--- src/rtl/param_bus_interface.sv ---
// Edge-triggered producer/consumer buffer: DATA_W-bit words in a DEPTH-entry
// circular FIFO with occupancy flags and an overflow/underflow error flag.
module param_bus_interface #(
    parameter int DATA_W     = 8,
    parameter int DEPTH      = 4,
    parameter bit ERR_STICKY = 1'b1
) (
    input  logic                     clk,
    input  logic                     rst,
    input  logic                     dataReady,
    input  logic [DATA_W-1:0]        inBus,
    input  logic                     receiveData,
    input  logic                     errClr,
    output logic [DATA_W-1:0]        outBus,
    output logic                     readyToAccept,
    output logic                     OutBuffFull,
    output logic                     bufEmpty,
    output logic [$clog2(DEPTH):0]   count,
    output logic                     error
);

    localparam int PTR_W = $clog2(DEPTH);
    localparam int CNT_W = PTR_W + 1;
    localparam logic [CNT_W-1:0] FULL_CNT = CNT_W'(DEPTH);

    logic              dr_q,      dr_d;
    logic              rcv_q,     rcv_d;
    logic [PTR_W-1:0]  wr_ptr_q,  wr_ptr_d;
    logic [PTR_W-1:0]  rd_ptr_q,  rd_ptr_d;
    logic [CNT_W-1:0]  count_q,   count_d;
    logic [DATA_W-1:0] out_q,     out_d;
    logic              err_q,     err_d;

    logic [DATA_W-1:0] mem_q [DEPTH];

    logic wr, rd, full, empty, wr_en, rd_en, fault;

    always_comb begin
        wr    = dataReady & ~dr_q;
        rd    = receiveData & ~rcv_q;
        full  = (count_q == FULL_CNT);
        empty = (count_q == '0);

        // A read in the same cycle frees the slot a full-buffer write needs.
        wr_en = wr & (~full | rd);
        rd_en = rd & ~empty;
        fault = (wr & full & ~rd) | (rd & empty);

        dr_d     = dataReady;
        rcv_d    = receiveData;
        wr_ptr_d = wr_ptr_q;
        rd_ptr_d = rd_ptr_q;
        out_d    = out_q;

        if (wr_en) begin
            wr_ptr_d = wr_ptr_q + PTR_W'(1);
        end
        if (rd_en) begin
            rd_ptr_d = rd_ptr_q + PTR_W'(1);
            out_d    = mem_q[rd_ptr_q];
        end

        count_d = count_q + CNT_W'(wr_en) - CNT_W'(rd_en);

        if (ERR_STICKY) begin
            if (fault) begin
                err_d = 1'b1;
            end else if (errClr) begin
                err_d = 1'b0;
            end else begin
                err_d = err_q;
            end
        end else begin
            err_d = fault;
        end
    end

    always_ff @(posedge clk or posedge rst) begin
        if (rst) begin
            dr_q     <= 1'b0;
            rcv_q    <= 1'b0;
            wr_ptr_q <= '0;
            rd_ptr_q <= '0;
            count_q  <= '0;
            out_q    <= '0;
            err_q    <= 1'b0;
        end else begin
            dr_q     <= dr_d;
            rcv_q    <= rcv_d;
            wr_ptr_q <= wr_ptr_d;
            rd_ptr_q <= rd_ptr_d;
            count_q  <= count_d;
            out_q    <= out_d;
            err_q    <= err_d;
        end
    end

    // Storage carries no reset; contents are only observable after a write.
    always_ff @(posedge clk) begin
        if (wr_en) begin
            mem_q[wr_ptr_q] <= inBus;
        end
    end

    assign outBus        = out_q;
    assign count         = count_q;
    assign error         = err_q;
    assign readyToAccept = (count_q != FULL_CNT);
    assign OutBuffFull   = (count_q == FULL_CNT);
    assign bufEmpty      = (count_q == '0);

endmodule

--- config.mk ---
export PLATFORM = sky130hd
export DESIGN_NAME = param_bus_interface
export DESIGN_NICKNAME = d
export VERILOG_FILES = /design/src/rtl/param_bus_interface.sv
export SDC_FILE = /design/constraint.sdc
export NUM_CORES = 1
export LEC_CHECK = 0
export CAP_MARGIN = 20
export CORE_ASPECT_RATIO = 0.5
export CORE_MARGIN = 4
export CORE_UTILIZATION = 50
export DETAILED_ROUTE_END_ITERATION = 10
export DONT_BUFFER_PORTS = 1
export PLACE_DENSITY_LB_ADDON = 0.05
export SLEW_MARGIN = 25
export SYNTH_ARGS = -nofsm -noshare
export SYNTH_HDL_FRONTEND = slang
export SYNTH_SLANG_ARGS = --single-unit
--- constraint.sdc ---
create_clock -name clk -period 3.7 [get_ports clk]
set_input_delay 0.555 -clock clk [delete_from_list [all_inputs] [get_ports clk]]
set_output_delay 0.555 -clock clk [all_outputs]
set_load 0.05 [all_outputs]
# After elaboration in Yosys (flattened, before gate mapping)
# Memories as Yosys holds them, arrays and structs flattened. A register that Yosys moved wholly into a read port is not among the register bits.
# Cells that the tools add are included.
[classes]
n_addsub = 4
n_eq_ne = 2
n_mux = 4
n_bitwise = 14
n_reduce_logical = 2
[ops]
columns = ["op", "n"]
rows = [
  ["bitwise AND 1 bit", 7],
  ["inverter 1 bit", 5],
  ["adder 2 x 1 -> 2 bit (second input constant)", 2],
  ["2-to-1 mux 1 bit", 4],
  ["adder 3 x 1 -> 3 bit", 1],
  ["== test 3 bit (second input constant)", 1],
  ["logical NOT 3 bit", 1],
  ["!= test 3 bit (second input constant)", 1],
  ["subtractor 3 x 1 -> 3 bit", 1],
  ["OR 1 bit", 2],
  ["nonzero test 2 bit", 1],
]
[word_totals]
reg_bits = 10
ram_bits = 32
in_bits = 13
word_cells = 33
memories = 1
[mem_list]
columns = ["name", "words", "width", "read_ports", "rd_clocked_by_memory_dff", "wr", "line_no", "source"]
rows = [
  ["mem_q", 4, 8, 1, 1, 1, "34", "logic [DATA_W-1:0] mem_q [DEPTH];"],
]

# Longest topological paths before layout
# Gate-level depths: netlist (run 1).
[depth]
depth_word = 6
mapped_depth = 10
ltp_nobuf = 10

# Least setup slack after synthesis (run 1)
# No wires, ideal clock.
[synth_path]
path_kind = "register -> register"
from = "register count_q[2], in the netlist count[2]"
to = "register count_q[2], in the netlist count[2]"
arrival_ps = 2722
required_ps = 3555
slack_ps = 834
path_stages_with_launch = 11
path_cell_list = "dfrtp_1 -> nor3b_4 -> a21boi_2 -> inv_1 -> ha_1 -> inv_1 -> ha_1 -> inv_1 -> fa_1 -> xnor2_1 -> xnor2_1"
[synth_between]
elab_chain_len = 6
[synth_lines]
columns = ["item", "line_no", "source"]
rows = [
  ["from (decl)", "30", "logic [CNT_W-1:0] count_q, count_d;"],
  ["from (signal assigned)", "92", "count_q <= count_d;"],
  ["== test 3 bit", "--", ""],
  ["via OutBuffFull", "16", "output logic OutBuffFull,"],
  ["inverter 1 bit", "45", "wr_en = wr & (~full | rd);"],
  ["OR 1 bit", "45", ""],
  ["bitwise AND 1 bit", "45", ""],
  ["adder 3 x 1 -> 3 bit", "63", "count_d = count_q + CNT_W'(wr_en) - CNT_W'(rd_en);"],
  ["subtractor 3 x 1 -> 3 bit", "63", ""],
  ["via count_d[2]", "30", ""],
]
# The timed path passes the listed nets, and every way through them passes these cells.
# A chain may end at the register's enable or synchronous reset.

# Final worst setup path (run 1)
[layout_path]
from = "register count_q[2], in the netlist count[2]"
to = "register count_q[2], in the netlist count[2]"
[layout_lines]
columns = ["item", "line_no", "source"]
rows = [
  ["logical NOT 3 bit", "--", ""],
  ["via bufEmpty", "17", "output logic bufEmpty,"],
  ["inverter 1 bit", "46", "rd_en = rd & ~empty;"],
  ["bitwise AND 1 bit", "46", ""],
  ["subtractor 3 x 1 -> 3 bit", "63", ""],
  ["via count_d[2]", "30", ""],
]
# The timed path passes the listed nets, and every way through them passes these cells.

==> results of run 1 <==
[worst max-delay path, cell delays in order, from the launching register on]
cell and delay [ns]:
sky130_fd_sc_hd__dfrtp_1 0.73, sky130_fd_sc_hd__nor3_4 0.22, sky130_fd_sc_hd__nor2_2 0.69, sky130_fd_sc_hd__ha_1 0.37, sky130_fd_sc_hd__inv_1 0.05, sky130_fd_sc_hd__ha_1 0.12
sky130_fd_sc_hd__inv_1 0.04, sky130_fd_sc_hd__fa_1 0.37, sky130_fd_sc_hd__xnor2_1 0.15, sky130_fd_sc_hd__xnor2_1 0.13
[cell families (layout without fill, tap and decap cells)]
group,after synthesis,after routing,synth area share
multiplexers,17,17,0.155
adder cells (fa/ha/maj),7,7,0.0467
XOR/XNOR,5,5,0.0215
flip-flops,50,50,0.693
AND/OR/NAND/NOR,10,10,0.0424
AO/OA/AOI/OAI,3,3,0.0123
buffers and inverters,12,20,0.0295
[synthesized netlist by cell type (2+ instances only)]
cell type	instances	share of area
sky130_fd_sc_hd__edfxtp_1	32	0.47
sky130_fd_sc_hd__dfrtp_1	18	0.22
sky130_fd_sc_hd__inv_1	9	0.017
sky130_fd_sc_hd__mux2_4	9	0.066
sky130_fd_sc_hd__mux4_2	8	0.088
sky130_fd_sc_hd__ha_1	6	0.037
sky130_fd_sc_hd__and2_1	4	0.012
sky130_fd_sc_hd__xnor2_1	3	0.013
sky130_fd_sc_hd__buf_6	2	0.011
sky130_fd_sc_hd__xor2_1	2	0.0086
[final timing paths]
check,endpoint,from,cells past startpoint,slack [ns]
max,count[2],count[2],9,0.68
min,wr_ptr_q[1],rst,1,0.24
max reg2reg,count[2],count[2],9,0.68
min reg2reg,wr_ptr_q[1],wr_ptr_q[1],1,0.61
max in group asynchronous,outBus[4],rst,1,3.02
min in group clk,rcv_q,receiveData,0,0.28
[per-stage QoR]
| step | worst slack [ns] | power, mW | std cells |
|---|---|---|---|
| after detailed placement | 0.649 | 1.56 | 158 |
| after floorplan | 0.834 | 1.46 | 104 |
| after CTS | 0.635 | 1.93 | 166 |
| final | 0.677 | 1.90 | 166 |
| after global routing | 0.508 | 2.00 | 166 |
| after global placement | 0.763 | 1.53 | 158 |
[cell usage in the layout (no fill, tap or decap)]
| master | instances |
|---|---|
| sky130_fd_sc_hd__xnor2_1 | 3 |
| sky130_fd_sc_hd__a21boi_0 | 1 |
| sky130_fd_sc_hd__a21boi_2 | 1 |
| sky130_fd_sc_hd__dfrtp_1 | 18 |
| sky130_fd_sc_hd__ha_1 | 6 |
| sky130_fd_sc_hd__o22ai_1 | 1 |
| sky130_fd_sc_hd__edfxtp_1 | 32 |
| sky130_fd_sc_hd__nor3b_4 | 1 |
| sky130_fd_sc_hd__buf_4 | 3 |
| sky130_fd_sc_hd__nor3_4 | 1 |
| sky130_fd_sc_hd__nand2b_1 | 1 |
| sky130_fd_sc_hd__and2_1 | 4 |
| sky130_fd_sc_hd__mux2_4 | 9 |
| sky130_fd_sc_hd__inv_1 | 9 |
| sky130_fd_sc_hd__fa_1 | 1 |
| sky130_fd_sc_hd__xor2_1 | 2 |
| sky130_fd_sc_hd__bufinv_16 | 1 |
| sky130_fd_sc_hd__clkbuf_8 | 5 |
| sky130_fd_sc_hd__mux4_2 | 8 |
| sky130_fd_sc_hd__nor3b_1 | 1 |
| sky130_fd_sc_hd__nor2b_1 | 1 |
| sky130_fd_sc_hd__nor2_2 | 1 |
| sky130_fd_sc_hd__clkbuf_1 | 2 |
[power by group through the flow]
stage | registers (mW) | clock network [mW] | logic (mW)
finish | 1.06 | 0.374 | 0.476
global route | 1.08 | 0.401 | 0.519
CTS | 1.06 | 0.383 | 0.485
detailed placement | 1.07 | 0 | 0.482
global placement | 1.07 | 0 | 0.464
floorplan | 1.04 | 0 | 0.420
[layout make-up]
class / instances / area share
inverter: 9 / 0.0153
multi-input combinational: 42 / 0.256
clock buffer: 7 / 0.0346
sequential: 50 / 0.639
clock inverter: 1 / 0.0136
tap: 54 / 0.0306
timing repair buffer: 3 / 0.0102
[routing by layer]
layer	GRT usage	share of wire
met5	0	0
met4	0.0544	0.0095
met3	0.0592	0.065
met2	0.225	0.47
met1	0.163	0.46
[sequential cells by signal, summed over array words and instances, names as in the netlist]
signal / count
outBus: 8
mem_q: 32
error: 1
count: 3
rd_ptr_q: 2
rcv_q: 1
wr_ptr_q: 2
dr_q: 1
==> results_tabular.tex, run 1 <==
\begin{tabular}{lr}
\hline
Metric & Value \\
\hline
\multicolumn{2}{l}{\textbf{Routing}} \\
Pre-Repair DR Iteration Count & 4 \\
DRC Markers & 0 \\
Post-detailed-routing wire length & 3170 microns \\
Wirelength per Cell & between 15 and 20 microns \\
Iter 0 DRT Violations & 30 \\
Post-detailed-route count of antenna-violating nets & 0 \\
Number of vias per cell & 5.21 \\
Total via count in the routed design & 865 \\
\multicolumn{2}{l}{\textbf{Timing}} \\
Clock tree skew after final layout & 0.00660 ns \\
TNS Setup & 0 ns \\
Count of final setup violators & 0 \\
Final Hold Slack & 0.240 ns \\
Max frequency & between 0.3 and 0.4 GHz \\
Post-layout min period & 3.02 ns \\
Worst relative slew slack & 0.458 \\
Worst-Margin Slew & 0.811 ns \\
RSZ-0062 raised after global routing & false \\
Fraction of the cycle the final worst path needs & 0.817 \\
Pins over their slew limit & 0 \\
Total count of hold-check failures in the final report & 0 \\
\multicolumn{2}{l}{\textbf{Logic synthesis}} \\
Number of enable flip-flop cells after synthesis & 32 \\
Top flip-flop cell by instance count after synthesis & sky130\_fd\_sc\_hd\_\_edfxtp\_1 \\
Synth Register Bits & 50 \\
Syn\_area\_per\_cell & 19.6 sq um \\
Total number of yosys warnings & 0 \\
Seq/Total Area, Yosys & 0.693 \\
Post-synthesis cell count & 104 \\
Share of async-settable or async-resettable flops after synthesis & 0.360 \\
Cell area after synthesis & 2040 sq um \\
Post-synthesis cell type count & 21 \\
Net count of the mapped netlist & 124 \\
\multicolumn{2}{l}{\textbf{Floorplan}} \\
Chip height & 53.1 microns \\
Area of the die & 5220 sq um \\
Std cell rows & 16 \\
Horiz. Die Dim & approximately 98 microns \\
Initial core utilization & 0.522 \\
Top-level port count & 28 \\
Area of the core region & 3900 sq um \\
\multicolumn{2}{l}{\textbf{Placed design}} \\
Final RePlAce weighted congestion & 0.735 \\
Standard cell area after detailed placement & about 2100 sq um \\
Input/output buffers & 0 \\
Estimated wirelength of the detail-placed design & 2210 microns \\
\multicolumn{2}{l}{\textbf{Global routing}} \\
Largest net degree at the start of global routing & 19 \\
All-layer global routing usage & 0.137 \\
Grt total ovfl & 0 \\
Initial antenna violation count & 0 \\
First-pass GRT wire length & 5100 microns \\
Vias in the first global route & 970 \\
\multicolumn{2}{l}{\textbf{Power and ir drop}} \\
Worst vdd ir & 0.255 mV \\
Switching pwr & between 700 and 800 uW \\
Fraction of power consumed by combinational cells & 0.250 \\
Net Sw Frac & 0.381 \\
Static leakage & 0.833 nW \\
Cell internal power dissipation & about 1.2 mW \\
Total power density per cell area & 863 nW/um\^{}2 \\
Share of power burned in the clock network & 0.196 \\
Sequential Power Share & 0.554 \\
\multicolumn{2}{l}{\textbf{Clock network}} \\
Clock insertion delay at the later pin of the skew report & roughly 0.3 ns \\
Count of hold buffers inserted by post-cts repair & 0 \\
Level count of the clock H-tree & 2 \\
Clock Root Buffer & sky130\_fd\_sc\_hd\_\_clkbuf\_8 \\
Clock Sinks & 50 \\
Clock-pin slew on the worst setup and hold paths & 0.09 ns \\
Clock buffer depth & 2 \\
Number of CTS-inserted buffers & 5 \\
Count of buffers added by post-CTS timing repair for setup & 0 \\
Number of gates given a new drive strength after cts & 0 \\
Clock tree from TritonCTS & built \\
\multicolumn{2}{l}{\textbf{Cells and area}} \\
Layout Area Growth over Synthesis & 8.35\% \\
Share of cells above drive strength 1 & 0.268 \\
Footprint of the multi-input gates & 566 sq um \\
Area of all placed cells without fillers & around 2200 sq um \\
Number of fill cells in the layout & 307 \\
Total number of nets in the final design & between 100 and 150 \\
Final standard cell utilization of the core & 0.565 \\
Area used by sequential logic in the layout & 1410 sq um \\
Total inserted antenna cells & 0 \\
\multicolumn{2}{l}{\textbf{Setup path}} \\
Critical path data required time & around 3.9 ns \\
Category of the most critical setup path & flop to flop \\
Category of the worst setup path capture point & flop \\
Largest fanout on the critical path & 11 \\
Arrival time at the worst endpoint & 3.19 ns \\
Kind of launch point of the worst setup path & flop \\
\multicolumn{2}{l}{\textbf{Run status}} \\
Status & completed \\
\multicolumn{2}{l}{\textbf{Min path}} \\
Worst hold path class & input pin to async pin \\
\multicolumn{2}{l}{\textbf{Job}} \\
Maximum capacitance violations & 0 \\
\hline
\end{tabular}
Power figures use the tool's default switching activity.
==> run 2, diff against run 1 <==
- clock period: 3.7 -> 2.7 ns (I/O delays scaled with it)
==> run 2 against run 1 <==
Compared with the run above:
- design area down 0.68%
- power increased by 32%
- via count unchanged
- count of clock-buffer cells in the layout up 1
- worst setup slack got worse by 0.31 ns
- flip-flop and latch count unchanged
- critical endpoint unchanged
- sequential share of layout area increased by 0.61 points
- clock skew barely moved
- register-to-register slack got worse by 0.31 ns
- maximum frequency is 30% higher
==> results_tabular.tex, run 2 (synthesis results as in run 1) <==
\begin{tabular}{lr}
\hline
Metric & Value \\
\hline
\multicolumn{2}{l}{\textbf{Run status}} \\
Status & completed \\
\multicolumn{2}{l}{\textbf{Global routing}} \\
First-pass GRT wire length & 5310 microns (+4.1\%) \\
Largest net degree at the start of global routing & 19 (unchanged) \\
Grt total ovfl & 0 (unchanged) \\
All-layer global routing usage & 0.144 (+0.00650) \\
Fraction of met2 tracks used by global routing & 0.235 (+0.0101) \\
Vias in the first global route & 1010 (+4.1\%) \\
Met3 track demand over resource & 0.0658 (+0.00658) \\
Busiest layer in global routing & met2 \\
Met1 track demand over resource & 0.172 (+0.00935) \\
Initial antenna violation count & 0 (unchanged) \\
\multicolumn{2}{l}{\textbf{Timing}} \\
RSZ-0062 raised after global routing & false \\
Worst-Margin Slew & 0.722 ns (-0.0895 ns) \\
Count of final setup violators & 0 (unchanged) \\
Total count of hold-check failures in the final report & 0 (unchanged) \\
Fraction of the cycle the final worst path needs & 0.864 (+0.0469) \\
Clock tree skew after final layout & 0.00674 ns (+0.000145 ns) \\
Max frequency & 0.429 GHz (+30\%) \\
Worst relative slew slack & 0.518 (+0.0597) \\
Final Hold Slack & 0.108 ns (-0.132 ns) \\
Final worst setup slack & 0.367 ns (-0.310 ns) \\
TNS Setup & 0 ns (unchanged) \\
Post-layout min period & 2.33 ns (-0.690 ns) \\
Pins over their slew limit & 0 (unchanged) \\
\multicolumn{2}{l}{\textbf{Routing}} \\
Number of vias per cell & 5.18 (-0.60\%) \\
DRC Markers & 0 (unchanged) \\
Pre-Repair DR Iteration Count & 4 (unchanged) \\
Post-detailed-route count of antenna-violating nets & 0 (unchanged) \\
Post-detailed-routing wire length & 3220 microns (+1.8\%) \\
Wirelength per Cell & 19.3 microns (+1.2\%) \\
Total via count in the routed design & 865 (unchanged) \\
Iter 0 DRT Violations & 16 (-47\%) \\
\multicolumn{2}{l}{\textbf{Setup path}} \\
Critical path data required time & 2.87 ns (-1.00 ns) \\
Launch point of the worst path & count[2] \\
Category of the worst setup path capture point & flop \\
Worst R2R End & count[2] \\
Depth of the worst register-to-register path & 10 (+1) \\
Reg2Reg Setup Slack & 0.37 ns (-0.31 ns) \\
Category of the most critical setup path & flop to flop \\
R2r startpoint & count[2] \\
Critical path endpoint & count[2] \\
Arrival time at the worst endpoint & 2.50 ns (-0.69 ns) \\
Largest fanout on the critical path & 4 (-7) \\
Kind of launch point of the worst setup path & flop \\
\multicolumn{2}{l}{\textbf{Placed design}} \\
Estimated wirelength of the detail-placed design & 2240 microns (+1.4\%) \\
Final RePlAce weighted congestion & 0.727 (-1.1\%) \\
Worst Setup Slack post-DPL & 0.371 ns (-0.278 ns) \\
Input/output buffers & 0 (unchanged) \\
\multicolumn{2}{l}{\textbf{Clock network}} \\
Clock tree from TritonCTS & built \\
Number of CTS-inserted buffers & 5 (unchanged) \\
Count of hold buffers inserted by post-cts repair & 0 (unchanged) \\
Number of gates given a new drive strength after cts & 0 (unchanged) \\
Level count of the clock H-tree & 2 (unchanged) \\
Clock-pin slew on the worst setup and hold paths & 0.08 ns (about the same) \\
Clock buffer depth & 2 (unchanged) \\
Count of buffers added by post-CTS timing repair for setup & 0 (unchanged) \\
Clock insertion delay at the later pin of the skew report & 0.30 ns (about the same) \\
Clock Root Buffer & sky130\_fd\_sc\_hd\_\_clkbuf\_8 \\
Clock Sinks & 50 (unchanged) \\
\multicolumn{2}{l}{\textbf{Cells and area}} \\
Share of cells above drive strength 1 & 0.292 (+0.0242) \\
Register containing the most flip-flops in the final layout & mem\_q \\
Total number of nets in the final design & 132 (+0.76\%) \\
Total inserted antenna cells & 0 (unchanged) \\
Flip-flop count of the largest register, all copies and words added & 32 (unchanged) \\
Layout Area Growth over Synthesis & 7.62\% \\
Number of fill cells in the layout & 300 (-2.3\%) \\
Leading cell types in the layout, fill and taps excluded & 32 x sky130\_fd\_sc\_hd\_\_edfxtp\_1, 15 x sky130\_fd\_sc\_hd\_\_dfrtp\_1, 9 x sky130\_fd\_sc\_hd\_\_inv\_1, 9 x sky130\_fd\_sc\_hd\_\_mux2\_4, 8 x sky130\_fd\_sc\_hd\_\_mux4\_2 \\
Commonest non-fill, non-tap cell in the layout & sky130\_fd\_sc\_hd\_\_edfxtp\_1 \\
Final standard cell utilization of the core & 0.562 (-0.00385) \\
\multicolumn{2}{l}{\textbf{Floorplan}} \\
Area of the core region & 3900 sq um (unchanged) \\
Chip height & 53.1 microns (unchanged) \\
Initial core utilization & 0.522 (unchanged) \\
Area of the die & 5220 sq um (unchanged) \\
Top-level port count & 28 (unchanged) \\
Std cell rows & 16 (unchanged) \\
Horiz. Die Dim & 98.3 microns (unchanged) \\
\multicolumn{2}{l}{\textbf{Min path}} \\
Worst hold path class & input pin to async pin \\
\multicolumn{2}{l}{\textbf{Power and ir drop}} \\
Total Power & 2.52 mW (+32\%) \\
Cell internal power dissipation & 1.52 mW (+29\%) \\
Total power density per cell area & 1150 nW/um\^{}2 (+33\%) \\
Fraction of power consumed by combinational cells & 0.239 (-0.011) \\
Sequential Power Share & 0.600 (+0.046) \\
Worst vdd ir & 0.414 mV (+63\%) \\
Share of power burned in the clock network & 0.162 (-0.034) \\
Static leakage & 0.823 nW (-1.2\%) \\
Switching pwr & 997 uW (+37\%) \\
Net Sw Frac & 0.396 (+0.0143) \\
\multicolumn{2}{l}{\textbf{Job}} \\
Maximum capacitance violations & 0 (unchanged) \\
\hline
\end{tabular}
==> run 2: power groups by stage <==
stage / Clock (mW) / Sequential [mW] / Combinational [mW]
6_report: 0.408 / 1.51 / 0.601
5_1_grt: 0.459 / 1.55 / 0.658
4_1_cts: 0.422 / 1.52 / 0.615
3_5_place_dp: 0 / 1.54 / 0.606
3_3_place_gp: 0 / 1.52 / 0.568
2_1_floorplan: 0 / 1.43 / 0.576
==> run 2: layout make-up <==
cell class / count / area [sq um] / area share
repair buffers: 4 / 30.0 / 0.0137
inverters: 9 / 33.8 / 0.0154
clock buffers: 8 / 80.1 / 0.0365
flip-flops and latches: 50 / 1420 / 0.646
multi-input cells: 42 / 566 / 0.258
well taps: 54 / 67.6 / 0.0308
==> run 2: stage by stage <==
| stage | instance area (sq um) | instances |
|---|---|---|
| CTS | 2190 | 167 |
| global placement | 2110 | 159 |
| floorplan | 2040 | 104 |
| detailed placement | 2110 | 159 |
| finish | 2190 | 167 |
| global route | 2190 | 167 |
==> run 2: worst min-delay path by stage <==
stage                            from     to  slack, ns  cells past startpoint
after CTS                 receiveData  rcv_q       0.12                      0
after global routing      receiveData  rcv_q       0.10                      0
final                             rst  rcv_q       0.11                      1
after floorplan                   rst   dr_q       0.34                      1
after detailed placement  receiveData  rcv_q       0.44                      0
after global placement            rst  error       0.42                      1
==> run 2: routing by layer <==
layer,vias to the layer above,share of wire
li1,392,-
met3,4,0.066
met1,448,0.44
met2,21,0.49
met4,0,0.0084
met5,-,0
==> run 2: critical path: stages (launching register included) <==
cell,delay [ns]
sky130_fd_sc_hd__dfrtp_2,0.55
sky130_fd_sc_hd__nor3b_4,0.22
sky130_fd_sc_hd__a21boi_2,0.18
sky130_fd_sc_hd__inv_1,0.06
sky130_fd_sc_hd__ha_1,0.28
sky130_fd_sc_hd__inv_1,0.05
sky130_fd_sc_hd__ha_1,0.14
sky130_fd_sc_hd__inv_1,0.05
sky130_fd_sc_hd__fa_1,0.38
sky130_fd_sc_hd__xnor2_1,0.15
sky130_fd_sc_hd__xnor2_1,0.15
